===== config.mk =====
export PLATFORM = sky130hd
export DESIGN_NAME = dual_port_regfile
export DESIGN_NICKNAME = d
export VERILOG_FILES = /design/src/rtl/dual_port_regfile.sv
export SDC_FILE = /design/constraint.sdc
export NUM_CORES = 1
export LEC_CHECK = 0
export CAP_MARGIN = 20
export CORE_MARGIN = 3
export CORE_UTILIZATION = 50
export DETAILED_ROUTE_END_ITERATION = 12
export GPL_TIMING_DRIVEN = 0
export HOLD_SLACK_MARGIN = 0.03
export MAX_ROUTING_LAYER = met4
export PLACE_DENSITY = 0.77
export RECOVER_POWER = 25
export SYNTH_ARGS = -nofsm -noshare
export SYNTH_HDL_FRONTEND = slang
export SYNTH_SLANG_ARGS = --single-unit

===== constraint.sdc =====
create_clock -name clk -period 2 [get_ports clk]
set_clock_uncertainty 0.05 [all_clocks]
set_input_delay 0.4 -clock clk [delete_from_list [all_inputs] [get_ports clk]]
set_output_delay 0.4 -clock clk [all_outputs]
set_load 0.05 [all_outputs]

===== src/rtl/dual_port_regfile.sv =====
// Two-write / two-read register file with registered reads and round-robin write collision arbitration.
// Optional macro DUAL_PORT_REGFILE_BYPASS_EN forwards same-cycle committed write data to a read of that address.
module dual_port_regfile #(
    parameter int WIDTH  = 16,
    parameter int ADDR_W = 3
) (
    input  logic              clk,
    input  logic              rst_n,
    input  logic              we0,
    input  logic [ADDR_W-1:0] waddr0,
    input  logic [WIDTH-1:0]  wdata0,
    input  logic              we1,
    input  logic [ADDR_W-1:0] waddr1,
    input  logic [WIDTH-1:0]  wdata1,
    input  logic              re0,
    input  logic [ADDR_W-1:0] raddr0,
    output logic [WIDTH-1:0]  rdata0,
    output logic              rvalid0,
    input  logic              re1,
    input  logic [ADDR_W-1:0] raddr1,
    output logic [WIDTH-1:0]  rdata1,
    output logic              rvalid1,
    output logic              wconflict,
    output logic              prio
);

    localparam int DEPTH = 2 ** ADDR_W;

    logic [WIDTH-1:0] mem [DEPTH];

    logic             collision;
    logic             commit0;
    logic             commit1;

    logic [WIDTH-1:0] rdata0_p1;
    logic [WIDTH-1:0] rdata1_p1;
    logic             vld0_p1;
    logic             vld1_p1;
    logic             wconflict_p1;
    logic             prio_q;

    // A same-address collision lets only the port named by prio commit.
    assign collision = we0 & we1 & (waddr0 == waddr1);
    assign commit0   = we0 & ~(collision &  prio_q);
    assign commit1   = we1 & ~(collision & ~prio_q);

    function automatic logic [WIDTH-1:0] read_word(input logic [ADDR_W-1:0] a);
`ifdef DUAL_PORT_REGFILE_BYPASS_EN
        if (commit1 && (waddr1 == a))
            return wdata1;
        else if (commit0 && (waddr0 == a))
            return wdata0;
        else
            return mem[a];
`else
        return mem[a];
`endif
    endfunction

    always_ff @(posedge clk or negedge rst_n) begin
        if (!rst_n) begin
            for (int i = 0; i < DEPTH; i++)
                mem[i] <= '0;
        end else begin
            if (commit0)
                mem[waddr0] <= wdata0;
            if (commit1)
                mem[waddr1] <= wdata1;
        end
    end

    // Stage p1: registered read data, valids and collision status
    always_ff @(posedge clk or negedge rst_n) begin
        if (!rst_n) begin
            rdata0_p1    <= '0;
            rdata1_p1    <= '0;
            vld0_p1      <= 1'b0;
            vld1_p1      <= 1'b0;
            wconflict_p1 <= 1'b0;
            prio_q       <= 1'b0;
        end else begin
            vld0_p1      <= re0;
            vld1_p1      <= re1;
            wconflict_p1 <= collision;
            prio_q       <= prio_q ^ collision;
            if (re0)
                rdata0_p1 <= read_word(raddr0);
            if (re1)
                rdata1_p1 <= read_word(raddr1);
        end
    end

    assign rdata0    = rdata0_p1;
    assign rdata1    = rdata1_p1;
    assign rvalid0   = vld0_p1;
    assign rvalid1   = vld1_p1;
    assign wconflict = wconflict_p1;
    assign prio      = prio_q;

endmodule

==> summary.txt <==
GRT
  • First-pass GRT wire length: 62500 um
  • GRT overflow: 0
  • Pin count of the biggest net entering global routing: 104
  • Initial antenna violation count: 0
  • Vias in the first global route: 10229
  • All-Layer GR Usage: 0.379

Synthesis
  • Main synth FF type: dfrtp_1
  • Share of the synthesized area in the top cell type: 0.402
  • Register bit total from synthesis: 164
  • Top post-synthesis cells by area: dfrtp_1 40%, mux2i_1 9.4%, nand3_1 7.9%
  • Mean post-synth cell area: 8.68 um2
  • Synth area leader: dfrtp_1
  • Synth cell types: 32
  • EDFF count, synth: 0
  • Seq/Total Area, Yosys: 0.402
  • Syn Nets: 1230
  • Syn. warnings: 0
  • Async SR Flop Fraction: 1.00
  • Cell count after synthesis: 1178
  • Synth Cell Area: 10200 um2

Worst setup path
  • Crit Path Class: primary input to flip-flop
  • Setup crit end kind: flip-flop
  • Launching point of the worst reg2reg path: prio
  • Crit path max fanout: 10
  • Reg2Reg Depth: 8
  • Critical Path AT: 2280 ps
  • Crit path required time: 2310 ps
  • Reg2reg end: mem[56]
  • CP Launch Type: primary input
  • R2r setup slk: 50 ps

Cells and area
  • ANT cells: 0
  • Layout cell share with drive strength beyond 1: 0.123
  • Commonest non-fill, non-tap cell in the layout: dfrtp_1
  • Number of nets in the layout: 1295
  • Most frequent cells in the layout: 163 x dfrtp_1, 160 x nand3_1, 125 x nor3_1, 116 x o21ai_1, 108 x a31oi_1
  • Area Growth Syn to Fin: 17.5%
  • Final std cells w/o fill: 1521
  • Util after Layout: 0.607

Min path
  • Hold Path Cell Cnt: 4
  • Worst Hold Path EP: mem[64]
  • Hold WC Path Type: primary input to flip-flop
  • HP Start: waddr0[2]

Drt
  • Post-Route WL: 40900 um
  • Drt drc: 0
  • Post-DRT Antenna Nets: 0
  • Avg WL per Cell: 26.9 um
  • Drt first pass iters: 10
  • Initial DRC count: 2170
  • Vias/cell: 7.14
  • Vias: 10856

Timing
  • Slew Limit Fails: 0
  • Fin Setup TNS: 0 ps
  • Tcrit/Tclk final: 0.985
  • Maximum clock rate: 508 MHz
  • Max-slew headroom: 0.441
  • Hold Vio Cnt, Final: 0
  • Slew @ Worst Pin: 838 ps
  • # setup viols final: 0
  • Post-route minimum period: 1970 ps

Pwr
  • Max VDD drop: 663 uV
  • Pwr Total: 11.5 mW
  • Pwr per Cell Area: 961 nW/um2
  • LEAKAGE: 4.69 nW

Die
  • Die Wd: 149 um
  • Rows: 51
  • Die area: 22200 um2
  • # IOs: 86
  • Die height: 149 um
  • Starting Density: 0.517
  • Area of the core: 19800 um2

Place
  • GP Congestion: 1.07
  • Placed instance count: 1489
  • Detailed placement HPWL: 29600 um
  • Port Buffer Count: 45

Clocking
  • Root buffer cell: clkbuf_16
  • CTS sink cnt: 164
  • Clock-pin transition on the worst setup and hold timing paths: 70 ps
  • Clock tree buffer depth: 2
  • Insertion delay to the later sink of the worst-skew pair: 440 ps
  • H-tree depth: 4
  • TritonCTS buffer count: 17
  • CTS tree: yes

Run status
  • Status: finished, final reports clean

Flow run
  • Max Cap Viol: 0
==> cell type report <==
cell class / instances / area [um2]
plain buffers: 169 / 881
clock buffers: 18 / 429
clock inverters: 14 / 151
fillers: 1742 / 7770
inverters: 2 / 7.51
multi-input cells: 839 / 5650
flip-flops and latches: 164 / 4110
well taps: 265 / 332
repair buffers: 50 / 448
==> worst max-delay path: stages <==
cell	delay, ps
dlygate4sd2_1	290
and2_1	150
clkbuf_1	470
clkbuf_1	560
nand3_1	200
a31oi_1	210
==> per-stage QoR <==
stage / instance area [um2] / setup slack, ps / hold WS [ps]
after floorplan: 10300 / -112 / 54.4
after global placement: 11100 / -6440 / 528
after detailed placement: 11100 / -1020 / 327
after CTS: 11800 / 1.77 / 284
after global routing: 12000 / -31.1 / 347
final: 12000 / 30.1 / 310
==> logic make-up after synthesis <==
group / synth area share
flip-flops: 0.402
multiplexers: 0.0940
AND/OR/NAND/NOR: 0.202
buffers and inverters: 0.0737
adder cells (fa/ha/maj): 0.00245
XOR/XNOR: 0.00257
AO/OA/AOI/OAI: 0.223
==> sequential cells by signal, summed over array words and instances (netlist names) <==
register   flops
prio           1
mem          128
rvalid0        1
rdata0        16
rvalid1        1
rdata1        16
wconflict      1
==> worst max path at each step <==
stage	start	endpoint	cells past startpoint
floorplan	waddr0[1]	mem[76]	11
global placement	rst_n	mem[97]	1
detailed placement	waddr0[0]	mem[92]	8
CTS	waddr1[1]	mem[16]	9
global route	we0	mem[60]	8
finish	we0	mem[67]	6
==> metal layers <==
layer	GRT usage	wire length, um	up-vias
met5	-	0	-
met1	0.499	15400	5175
met2	0.557	17800	916
met3	0.106	5810	197
li1	-	-	4568
met4	0.153	1930	0
==> power by group <==
group	internal (mW)	leakage [nW]	switching, mW
clock network	1.85	0.281	1.52
registers	4.03	1.93	0.679
logic	1.28	2.47	2.16
total	7.17	4.69	4.37
==> cells in the mapped netlist, types with 2 or more instances <==
library cell and count:
a211o_1 32, inv_1 2, dfrtp_1 164, o21ai_1 116
clkbuf_1 102, a31oi_1 128, buf_1 32, nand3_1 161
or3b_1 4, xor2_1 2, nor3_1 129, or2_1 8
a41o_1 32, ha_1 2, nand3b_1 2, nand2b_1 4
nand2_1 2, nor2_1 2, buf_2 29, a22oi_1 32
nor2b_1 67, o21ai_0 12, mux2i_1 96, or3_1 2
buf_4 4, buf_6 6
==> repair_timing <==
| item | CTS | global route |
|---|---|---|
| endpoints found under the setup margin | 164 | 135 |
| pin swaps | 8 | 6 |
| resized for setup | 94 | 51 |
| hold buffers | 1 | 0 |
| setup buffers | 2 | 1 |
| hold endpoints to repair | 61 | 0 |
Note: power is estimated with default switching activity, not from simulation.
==> patch 1 (config.mk and constraints unchanged) <==
Put one more register stage on the output `rvalid0`, cleared by the reset. The value now appears one clock later. The other outputs are not delayed to match.
--- a/src/rtl/dual_port_regfile.sv
+++ b/src/rtl/dual_port_regfile.sv
@@ -92,7 +92,13 @@
 
     assign rdata0    = rdata0_p1;
     assign rdata1    = rdata1_p1;
-    assign rvalid0   = vld0_p1;
+    always_ff @(posedge clk or negedge rst_n) begin
+        if (!rst_n) begin
+            rvalid0 <= '0;
+        end else begin
+            rvalid0 <= vld0_p1;
+        end
+    end
     assign rvalid1   = vld1_p1;
     assign wconflict = wconflict_p1;
     assign prio      = prio_q;
Behaviour: not the same (Yosys sat finds a counterexample within 4 cycles, from zero or initial values and one cycle with rst_n low).
==> patch 1 against the unedited design <==
  * The flow now finishes with violations (negative setup slack)
  * Setup slack got worse by 0.10 ns
  * Combinational power is 2% lower
  * Area after synthesis increased by 0.24%
  * Fmax down 5.0%
  * Wire length down 1.3%
  * Design area is 0.44% higher
  * Total power rose by 0.48%
  * Non-clock buffer count up 6
  * Worst hold slack worse by 0.0032 ns
  * Sequential cell count rose by 1
  * Highest routed layer unchanged
==> patch 1: results (changes against the unedited design) <==
* Status: finished with violations
* Violated checks: negative setup slack
* Share of cells above drive strength 1 at 12.67% (+0.33 points)
* DR vias/cell at 7.035 (-1.4%)
* Vias at 10750 (-0.99%)
* Met3 wire length at 5153 um (-11%)
* Hold_ws at 0.3066 ns (-0.003179 ns)
* Final setup margin at -0.07416 ns (-0.1043 ns)
* Sw power at 4.319 mW (-1.1%)
* Hold path depth at 0 (-4)
* Placed Area at 11140 um2 (+0.22%)
* Worst Hold Class: reg2reg
* Maximum vdd drop at 0.0007035 V (+6.1%)
* Commonest cells post-synth: 165 x dfrtp_1, 161 x nand3_1, 129 x nor3_1, 128 x a31oi_1, 116 x o21ai_1
* Comb. pwr at 3.37 mW (-2%)
* Max incr delay on CP at 0.41 ns (-0.15 ns)
* Initial DRC Count at 1624 (-25%)
* Placed Cells at 1490 (+0.067%)
* Seq/Total Area, Yosys at 40.30% (+0.15 points)
* Resize count post-CTS at 84 (-11%)
* Synth area leaders: dfrtp_1 40%, mux2i_1 9.4%, nand3_1 7.9%, a31oi_1 7.8%, nor3_1 6.3%
* Final nets at 1302 (+0.54%)
* R2r endpoint: mem[87]
* Hold Path Sink: rvalid0
* Crit path from: prio
* Router iterations before antenna repair at 7 (-3)
* Lkg Pwr at 4.730 nW (+0.95%)
* Largest net degree at the start of global routing at 118 (+13%)
* Wire per inst at 26.45 um (-1.7%)
* Post-CTS Repair Setup Buffers at 5 (+3)
* Place WS at -1.076 ns (-0.05710 ns)
* DR WL met2 at 18010 um (+1.3%)
* Crit path arrival time at 2.34 ns (+0.06 ns)
* Setup violations, final at 2 (+2)
* Setup TNS at -0.08023 ns (-0.08023 ns)
* Wire length on met1 at 15540 um (+0.67%)
-- patch 1: cell families (layout without fill, tap and decap cells) --
| logic type | Yosys count | after routing | synth area share [%] |
|---|---|---|---|
| xor gates and xnor gates | 3 | 3 | 0.2565 |
| adders and majority gates | 2 | 2 | 0.2442 |
| buffers and inverters | 175 | 259 | 7.352 |
| and+or+nand+nor | 386 | 386 | 20.19 |
| DFF | 165 | 165 | 40.30 |
| muxes | 96 | 96 | 9.380 |
| AOI/OAI and AO/OA | 352 | 352 | 22.28 |
-- patch 1: area by class of cell --
type / instances / area (um2) / area share, %
clock inverters: 12 / 145.1 / 1.204
multi-input cells: 839 / 5604 / 46.47
repair buffers: 55 / 473.0 / 3.922
plain buffers: 170 / 902.1 / 7.481
clock buffers: 20 / 466.7 / 3.870
well taps: 265 / 331.6 / 2.750
flip-flops and latches: 165 / 4129 / 34.24
inverters: 2 / 7.507 / 0.06225
==> patch 2 (same settings) <==
Made on the original files. Set the parameter `WIDTH` to 24 (it was 16).
--- a/src/rtl/dual_port_regfile.sv
+++ b/src/rtl/dual_port_regfile.sv
@@ -1,7 +1,7 @@
 // Two-write / two-read register file with registered reads and round-robin write collision arbitration.
 // Optional macro DUAL_PORT_REGFILE_BYPASS_EN forwards same-cycle committed write data to a read of that address.
 module dual_port_regfile #(
-    parameter int WIDTH  = 16,
+    parameter int WIDTH  = 24,
     parameter int ADDR_W = 3
 ) (
     input  logic              clk,
Interface: changed (resized rdata0, rdata1, wdata0 and wdata1); port bits go from 86 to 118. The function was not compared with the original's and may differ.
==> patch 2 against the unedited design <==
  * The flow now finishes with violations (negative setup slack)
  * Register-to-register slack gained 0.02 ns
  * Setup slack got worse by 0.052 ns
  * Sequential power up 50%
  * Wire length is 72% higher
  * Global-route usage grew 4.8 points
  * Worst hold slack got worse by 0.056 ns
  * First-iteration DRC count up 33%
  * Area after synthesis increased by 49%
  * Synthesized cell count is 48% higher
  * Design area up 47%
  * Sequential cell count up 80
  * Total power is 49% higher
  * Combinational power increased by 46%
==> patch 2: results (changes against the unedited design) <==
* Status: finished with violations
* Violated checks: negative setup slack
* First-pass GRT wire length at 102800 um (+64%)
* Setup violations, final at 3 (+3)
* Fill cells at 2680 (+54%)
* Commonest cells post-synth: 244 x dfrtp_1, 241 x nand3_1, 193 x nor3_1, 192 x a31oi_1, 149 x clkbuf_1
* Syn_area_per_cell at 8.695 um2 (+0.22%)
* Final Wtd Congestion at 1.037 (-3.0%)
* Placed Area at 16450 um2 (+48%)
* Synth unique cells at 32 (unchanged)
* Initial DRC Count at 2890 (+33%)
* M1 GR Usage at 53.84% (+3.9 points)
* Crit path arrival time at 1.57 ns (-0.71 ns)
* Met3 Use GR at 13.26% (+2.6 points)
* Clock latency on the worst-skew pair at 0.57 ns (+0.13 ns)
* PortBufs at 61 (+36%)
* R2R setup slack at 0.07 ns (+0.02 ns)
* Synth area leaders: dfrtp_1 40%, mux2i_1 9.5%, nand3_1 7.9%, a31oi_1 7.9%, nor3_1 6.4%
* Syn_nets at 1817 (+48%)
* CTS buffer count at 29 (+12)
* Dpl hpwl at 50050 um (+69%)
* Hold_ws at 0.2543 ns (-0.05552 ns)
* H-tree depth at 1 (-3)
* Clock buffer depth at 3 (+1)
* Largest net degree at the start of global routing at 109 (+4.8%)
* Vias at 16470 (+52%)
* Maximum vdd drop at 0.0006738 V (+1.6%)
* Share of cells above drive strength 1 at 10.25% (-2.1 points)
* Min-delay src: we1
* Number of global-route vias before repair at 16080 (+57%)
* Placed Cells at 2202 (+48%)
* Lkg Pwr at 6.994 nW (+49%)
* Clk pin slew, worst setup/hold paths at 0.06 ns
* Met2 Use GR at 62.08% (+6.4 points)
* Slew @ Worst Pin at 1.079 ns (+0.2414 ns)
* Final setup margin at -0.02179 ns (-0.05190 ns)
* Seq/Total Area, Yosys at 40.15% (about the same)
* CP Max Fanout at 4 (-6)
* Final nets at 1914 (+48%)
* Resize count post-CTS at 135 (+44%)
* Router iterations before antenna repair at 6 (-4)
* Setup TNS at -0.03119 ns (-0.03119 ns)
* WL final at 70350 um (+72%)
patch 2: kinds of logic after synthesis:
kind of cell,share of synthesized area (%)
AND/OR/NAND/NOR,19.66
AO/OA/AOI/OAI,22.51
buffers and inverters,7.866
flip-flops,40.15
multiplexers,9.478
XOR/XNOR,0.1728
adder cells (fa/ha/maj),0.1645
patch 2: worst paths after layout:
check | to | depth (start not counted)
max in group asynchronous | prio | 4
hold / removal | wconflict | 4
setup reg to reg | mem[130] | 6
hold reg to reg | mem[13] | 2
setup / recovery | rdata0[1] | 1
min in group asynchronous | rdata0[17] | 2
patch 2: per-stage QoR:
stage | setup WS, ns | total power, mW
final | -0.02179 | 17.17
after global routing | -0.01376 | 17.65
after CTS | 0.002183 | 16.84
after detailed placement | -1.221 | 11.92
after global placement | -10.33 | 11.80
after floorplan | -0.1201 | 9.980
patch 2: layout make-up:
class | instances | area (um2) | share of cell area [%]
antenna | 4 | 10.01 | 0.05671
buffer | 261 | 1496 | 8.478
clock buffer | 42 | 834.6 | 4.728
clock inverter | 7 | 37.54 | 0.2127
inverter | 2 | 7.507 | 0.04253
multi-input combinational | 1239 | 8001 | 45.33
sequential | 244 | 6107 | 34.60
tap | 390 | 488.0 | 2.765
timing repair buffer | 69 | 668.1 | 3.785
patch 2: report_power, final:
group | switching (mW) | leakage [nW] | internal (mW)
Clock | 2.25 | 0.432 | 2.86
Sequential | 1.05 | 2.88 | 6.01
Combinational | 3.19 | 3.68 | 1.81
Total | 6.50 | 6.99 | 10.7
patch 2: layer usage:
| layer | part of all wire (%) | vias up |
|---|---|---|
| met2 | 43 | 1414 |
| met1 | 37 | 7959 |
| met4 | 5.9 | 0 |
| li1 | - | 6775 |
| met3 | 14 | 318 |
| met5 | 0 | - |
